<file path="src/rtl/mul_shift_add.sv">
// Sequential shift-and-add multiplier with a go/done four-phase handshake.
// Define MUL_SIGNED_EN for two's-complement operands and product; unsigned otherwise.
module mul_shift_add #(
  parameter int MCAND_W  = 8,
  parameter int MPLIER_W = 8
) (
  input  logic                        clk,
  input  logic                        reset_L,
  input  logic                        go,
  input  logic [MCAND_W-1:0]          mcandInput,
  input  logic [MPLIER_W-1:0]         mplierInput,
  output logic [MCAND_W+MPLIER_W-1:0] product,
  output logic                        done
);

  localparam int PROD_W = MCAND_W + MPLIER_W;
  localparam int CNT_W  = $clog2(MPLIER_W + 1);
  localparam logic [CNT_W-1:0] LAST_STEP = CNT_W'(MPLIER_W - 1);

  typedef enum logic [1:0] {
    IDLE,
    RUN,
    HOLD
  } state_t;

  state_t state, state_next;

  logic [PROD_W-1:0]   mcand_sh;
  logic [PROD_W-1:0]   acc;
  logic [PROD_W-1:0]   acc_next;
  logic [PROD_W-1:0]   result;
  logic [PROD_W-1:0]   product_next;
  logic [MPLIER_W-1:0] mplier_sh;
  logic [CNT_W-1:0]    count;
  logic [MCAND_W-1:0]  mcand_mag;
  logic [MPLIER_W-1:0] mplier_mag;
  logic                load_product;

`ifdef MUL_SIGNED_EN
  logic mcand_neg;
  logic mplier_neg;

  // The most negative value negates to itself, which read unsigned is its true magnitude.
  assign mcand_mag  = mcandInput[MCAND_W-1] ? (~mcandInput + MCAND_W'(1)) : mcandInput;
  assign mplier_mag = mplierInput[MPLIER_W-1] ? (~mplierInput + MPLIER_W'(1)) : mplierInput;
  assign result     = (mcand_neg ^ mplier_neg) ? (~acc_next + PROD_W'(1)) : acc_next;
`else
  assign mcand_mag  = mcandInput;
  assign mplier_mag = mplierInput;
  assign result     = acc_next;
`endif

  assign acc_next = acc + (mplier_sh[0] ? mcand_sh : '0);

  always_ff @(posedge clk) begin
    if (!reset_L) begin
      state <= IDLE;
    end else begin
      state <= state_next;
    end
  end

  always_comb begin
    state_next   = state;
    done         = 1'b1;
    load_product = 1'b0;
    product_next = '0;
    case (state)
      IDLE: begin
        if (go) begin
          state_next = RUN;
        end
      end
      RUN: begin
        done = 1'b0;
        // A zero operand is only visible unshifted on the first step.
        if (count == '0 && (mcand_sh == '0 || mplier_sh == '0)) begin
          state_next   = HOLD;
          load_product = 1'b1;
          product_next = '0;
        end else if (count == LAST_STEP) begin
          state_next   = HOLD;
          load_product = 1'b1;
          product_next = result;
        end
      end
      HOLD: begin
        if (!go) begin
          state_next = IDLE;
        end
      end
      default: begin
        state_next = IDLE;
      end
    endcase
  end

  always_ff @(posedge clk) begin
    if (!reset_L) begin
      mcand_sh   <= '0;
      mplier_sh  <= '0;
      acc        <= '0;
      count      <= '0;
      product    <= '0;
`ifdef MUL_SIGNED_EN
      mcand_neg  <= 1'b0;
      mplier_neg <= 1'b0;
`endif
    end else begin
      case (state)
        IDLE: begin
          if (go) begin
            mcand_sh   <= PROD_W'(mcand_mag);
            mplier_sh  <= mplier_mag;
            acc        <= '0;
            count      <= '0;
`ifdef MUL_SIGNED_EN
            mcand_neg  <= mcandInput[MCAND_W-1];
            mplier_neg <= mplierInput[MPLIER_W-1];
`endif
          end
        end
        RUN: begin
          acc       <= acc_next;
          mcand_sh  <= mcand_sh << 1;
          mplier_sh <= mplier_sh >> 1;
          count     <= count + CNT_W'(1);
          if (load_product) begin
            product <= product_next;
          end
        end
        default: begin
        end
      endcase
    end
  end

endmodule
</file>
<file path="config.mk">
export PLATFORM = sky130hd
export DESIGN_NAME = mul_shift_add
export DESIGN_NICKNAME = d
export VERILOG_FILES = /design/src/rtl/mul_shift_add.sv
export SDC_FILE = /design/constraint.sdc
export NUM_CORES = 1
export LEC_CHECK = 0
export CELL_PAD_IN_SITES_DETAIL_PLACEMENT = 0
export CELL_PAD_IN_SITES_GLOBAL_PLACEMENT = 1
export CORE_MARGIN = 2
export CORE_UTILIZATION = 39
export CTS_CLUSTER_DIAMETER = 40
export DETAILED_ROUTE_END_ITERATION = 16
export GPL_TIMING_DRIVEN = 1
export PLACE_DENSITY_LB_ADDON = 0.15
export SETUP_SLACK_MARGIN = 0.02
export SKIP_LAST_GASP = 1
export SLEW_MARGIN = 25
export SYNTH_ARGS = -nofsm -noshare
export SYNTH_HDL_FRONTEND = slang
export SYNTH_SLANG_ARGS = --single-unit
</file>
<file path="constraint.sdc">
create_clock -name clk -period 3 [get_ports clk]
set_input_delay 0.9 -clock clk [delete_from_list [all_inputs] [get_ports clk]]
set_output_delay 0.9 -clock clk [all_outputs]
set_load 0.03 [all_outputs]
</file>
After elaboration in Yosys (flattened, before gate mapping)
Cells that the tools add are included.
- register bits after elaboration: 62
- input bits: 19
- $add $sub $neg: 2
- eq/ne operators: 6
- multiplexer cells: 20
- reduce and logical (&&, ||, !) cells: 10
- operator list (cell ; number):
    16-bit 2-to-1 mux ; 5
    16-bit one-hot mux with 2 select lines ; 2
    16-bit adder ; 1
    16-bit zero test ; 1
    8-bit one-hot mux with 2 select lines ; 1
    8-bit zero test ; 1
    2-bit 2-to-1 mux ; 4
    8-bit 2-to-1 mux ; 1
    4-bit one-hot mux with 2 select lines ; 1
    2-bit one-hot mux with 3 select lines ; 1
    4-bit by 1-bit adder with 4-bit output, second input constant ; 1
    4-bit by 3-bit equality test with 1-bit output, second input constant ; 1
    4-bit zero test ; 1
    1-bit 2-to-1 mux ; 4
    4-bit 2-to-1 mux ; 1
    2-bit inequality test, second input constant ; 2
    2-bit AND reduction ; 2
    3-bit inequality test, second input constant ; 1
    3-bit AND reduction ; 1
    2-bit by 1-bit equality test with 1-bit output, second input constant ; 1
    2-bit equality test, second input constant ; 1
    2-bit zero test ; 1
    2-bit nonzero test ; 1
    1-bit logical AND ; 1
    1-bit logical OR ; 1

Logic depth before layout (Yosys ltp)
- depth in word-level cells: 6
- depth in mapped cells: 11

Worst setup path after synthesis
Ideal clock, no wire load.
- kind: register to register
- start point: register mplier_sh[0]
- end point: register product[15]
- library setup time: 0.117 ns
- arrival: 2.642 ns
- setup slack: 0.241 ns
- cell stages (with the launch flop): 12
- path through: dfxtp_1 -> clkbuf_1 -> and2_1 -> ha_1 -> buf_6 -> a21o_4 -> a21oi_2 -> o21bai_2 -> a21o_1 -> a221o_1 -> or3_1 -> a32o_1
- word-level cells in the longest chain between the ends: 6
- elaborated cells on any way between the ends: 10
- those cells by class: add/sub (1); mux (5); reduce/logical (4)
- ends and longest elaborated chain (what ; RTL line ; RTL):
    from (decl) ; 33 ; logic [MPLIER_W-1:0] mplier_sh;
    from (signal assigned) ; 114 ; mplier_sh <= mplier_mag;
    from (signal assigned) ; 126 ; mplier_sh <= mplier_sh >> 1;
    parallel branches: the longest is 6 deep, another holds 16-bit adder ; - ;
    to (signal assigned) ; 129 ; product <= product_next;
    to (decl) ; 12 ; output logic [MCAND_W+MPLIER_W-1:0] product,
Several ways; the timed one is not identified.
A chain may end at the register's enable or synchronous reset.

Worst setup path in the final report
Ends and elaborated chain as after synthesis.

==> impl_metrics.toml <==
[outcome]
status = "complete, no violations"

[yosys]
synthXorXnorAreaFrac = 0.0317
ys.flop_type = "dfxtp_1"
yosys.area_share.adder = 0.0701
synthMuxAreaShare = 0.00603
synth_top_area_frac = 0.374
synthSimpleGateAreaFrac = 0.201
yosysWarnings = 0
synthesis.nets = 410
ys_async_sr_fraction = 0
synth.area.top_cells = "dfxtp_1, nor2b_1, ha_1"
yosysUniqueCellTypes = 48
postSynthAreaPerCell_um2 = 8.90
syn_area_um2 = 3320
synth_edf_count = 0
yosysTopAreaCell = "dfxtp_1"
synth_top_family_by_area = "compound AO/OA/AOI/OAI gates"
yosysSeqAreaShare = 0.374
synthCells = 373
synth_compound_area_frac = 0.275
ys_ff_latch = 62

[layout]
n_antenna_cell = 0
fill_cells = 799
final_net_count = 445
layout-drive-gt1-share = 0.124
synthToLayoutAreaGrowth_pct = 19.9
fin_cells = 516

[placement]
dp_cells = 502
hpwl_um = 5520
numPortBuffers = 35
place.gp.congestion = 0.852

[floorplan]
die_height_um = 96.2
die_area_um2 = 9260
die_w_um = 96.2
ioPinCount = 36
start_util = 0.404
row_count = 33
core-area_um2 = 8220

[clocking]
htreeDepth = 3
cts_hold_buf = 0
cts-buffers-inserted = 9
cts_tree = "done"
postCtsSetupBuffers = 0
cts.sink_count = 62
clk_path_buf_depth = 2
cts-root-buf = "clkbuf_8"
clk_latency_ps = 340
clk_pin_slew_ps = 60

[power_and_ir_drop]
peakVddDrop_v = 0.000219
power_density_nw_per_um2 = 479
power.leakage_nw = 1.59
finalPower_mw = 1.91

[hold_path]
hold_path.class = "reg -> reg"

[worst_setup_path]
critPathRequiredTime_ps = 3240
cp-start-kind = "register"
crit_fanout = 11
end_kind = "register"
critical_path_class = "reg -> reg"
crit_arrival_ps = 2990

[timing]
holdWs_ps = 461
setup_viol = 0
fin_worst_skew_ps = 2.81
fmax_mhz = 364
rsz0062_at_grt = "false"
timing.final.crit_share = 0.917
maxSlewViolCount = 0
finalHoldViolations = 0
slew_headroom = 0.679
final.setup.tns_ps = 0
fin_crit_ps = 2750
tightest_slew_ps = 481

[route]
via_per_inst = 5.43
first_pass_iters = 4
dr.first_iter.drc_count = 96
drcViolationCount = 0
routed_wl_um = 7790
drtAntennaViolNets = 0
wl_per_cell_um = 15.1
num_vias = 2802

[grt]
overflow = 0
grt_max_degree = 34
grt_pass1_wl_um = 12800
antenna_found_initial = 0
gr-usage-all-layers = 0.182
grt_pass1_vias = 2628

[job]
cap_violations = 0
## sequential cells by signal, summed over array words and instances (netlist names)
name,flops
acc,16
count,4
mcand_sh,16
mplier_sh,8
product,16
state,2
## layout make-up
class / count / area [µm²] / share of cell area
Clock inverter: 1 / 5.00 / 0.00126
Multi-Input combinational cell: 276 / 1940 / 0.488
Timing Repair Buffer: 48 / 448 / 0.113
Inverter: 11 / 41.3 / 0.0104
Sequential cell: 62 / 1240 / 0.312
Tap cell: 105 / 131 / 0.0330
Clock buffer: 13 / 169 / 0.0425
## placed cells by master (no fill, tap or decap), drive strengths merged, types with 2 or more instances in the layout
master / n
a21boi: 3
nand3: 4
o22ai: 2
inv: 11
clkbuf: 13
or2: 2
buf: 13
dfxtp: 62
nor4: 7
xnor2: 10
a21o: 5
nand2b: 2
nor2b: 38
xor2: 2
nor2: 25
o21ai: 12
nand2: 13
mux2i: 2
o21a: 2
clkdlybuf4s50: 35
a32o: 3
a22oi: 21
ha: 17
o31ai: 4
and2: 21
a31o: 2
o221a: 14
a21oi: 27
or3: 4
a22o: 13
nor3: 3
o211ai: 5
## critical path, stage by stage, from the launching register on
cell      delay (ps)
dfxtp_2          380
and2_1           190
ha_1             390
a21o_4           270
a21oi_2          190
o21bai_2         110
a21o_1           180
a221o_1          380
or3_1            310
a32o_1           240
## logic make-up after synthesis
kind of cell             Yosys count
AO/OA/AOI/OAI                    121
XOR/XNOR                          12
adder cells (fa/ha/maj)           18
buffers and inverters             35
flip-flops                        62
multiplexers                       2
AND/OR/NAND/NOR                  123
## per-stage QoR
| step | utilization | cell area (µm²) | worst slack [ps] |
|---|---|---|---|
| floorplan | - | 3320 | 241 |
| global placement | 0.462 | 3800 | 167 |
| detailed placement | 0.462 | 3800 | 150 |
| CTS | 0.484 | 3970 | 123 |
| global route | 0.484 | 3980 | 88.3 |
| finish | 0.484 | 3980 | 249 |
## report_power, final
part	leakage, nW	switching [mW]	internal (mW)	total, mW
logic	0.996	0.186	0.152	0.338
clock network	0.0914	0.304	0.357	0.662
registers	0.504	0.0417	0.866	0.908
## routing by layer
layer  global-route usage  vias to the layer above  wire length (µm)
met5                    0                        -                 0
met2                0.292                       41              3480
li1                     -                     1427                 -
met3               0.0423                       10               282
met1                0.237                     1324              3920
met4               0.0714                        0               108
## synth_stat cells, drive strengths merged (2+ instances only)
master  number
o21ai       12
a21o         5
clkbuf      21
a22o        13
nand3        4
xnor2       10
o211ai       5
inv         11
nor3         3
nand2b       2
xor2         2
o221a       14
mux2i        2
nor4         7
a21boi       3
o21a         2
dfxtp       62
nand2       13
a32o         3
nor2        25
a21oi       27
or3          4
nor2b       38
buf          3
ha          17
and2        21
a31o         2
a22oi       21
or2          2
o31ai        4
o22ai        2
## timing repair
action,CTS,global route
gates resized for setup,0,2
setup endpoints to repair,0,8
hold endpoints to repair,0,0
## path summary, 6_finish.rpt
check	start	to	slack, ps	cells after the start
worst min-delay path	product[1]	product[1]	460	2
worst min register to register	product[1]	product[1]	460	2
worst max register to register	mplier_sh[0]	product[15]	250	9
worst max-delay path	mplier_sh[0]	product[15]	250	9
Power figures use the tool's default switching activity.
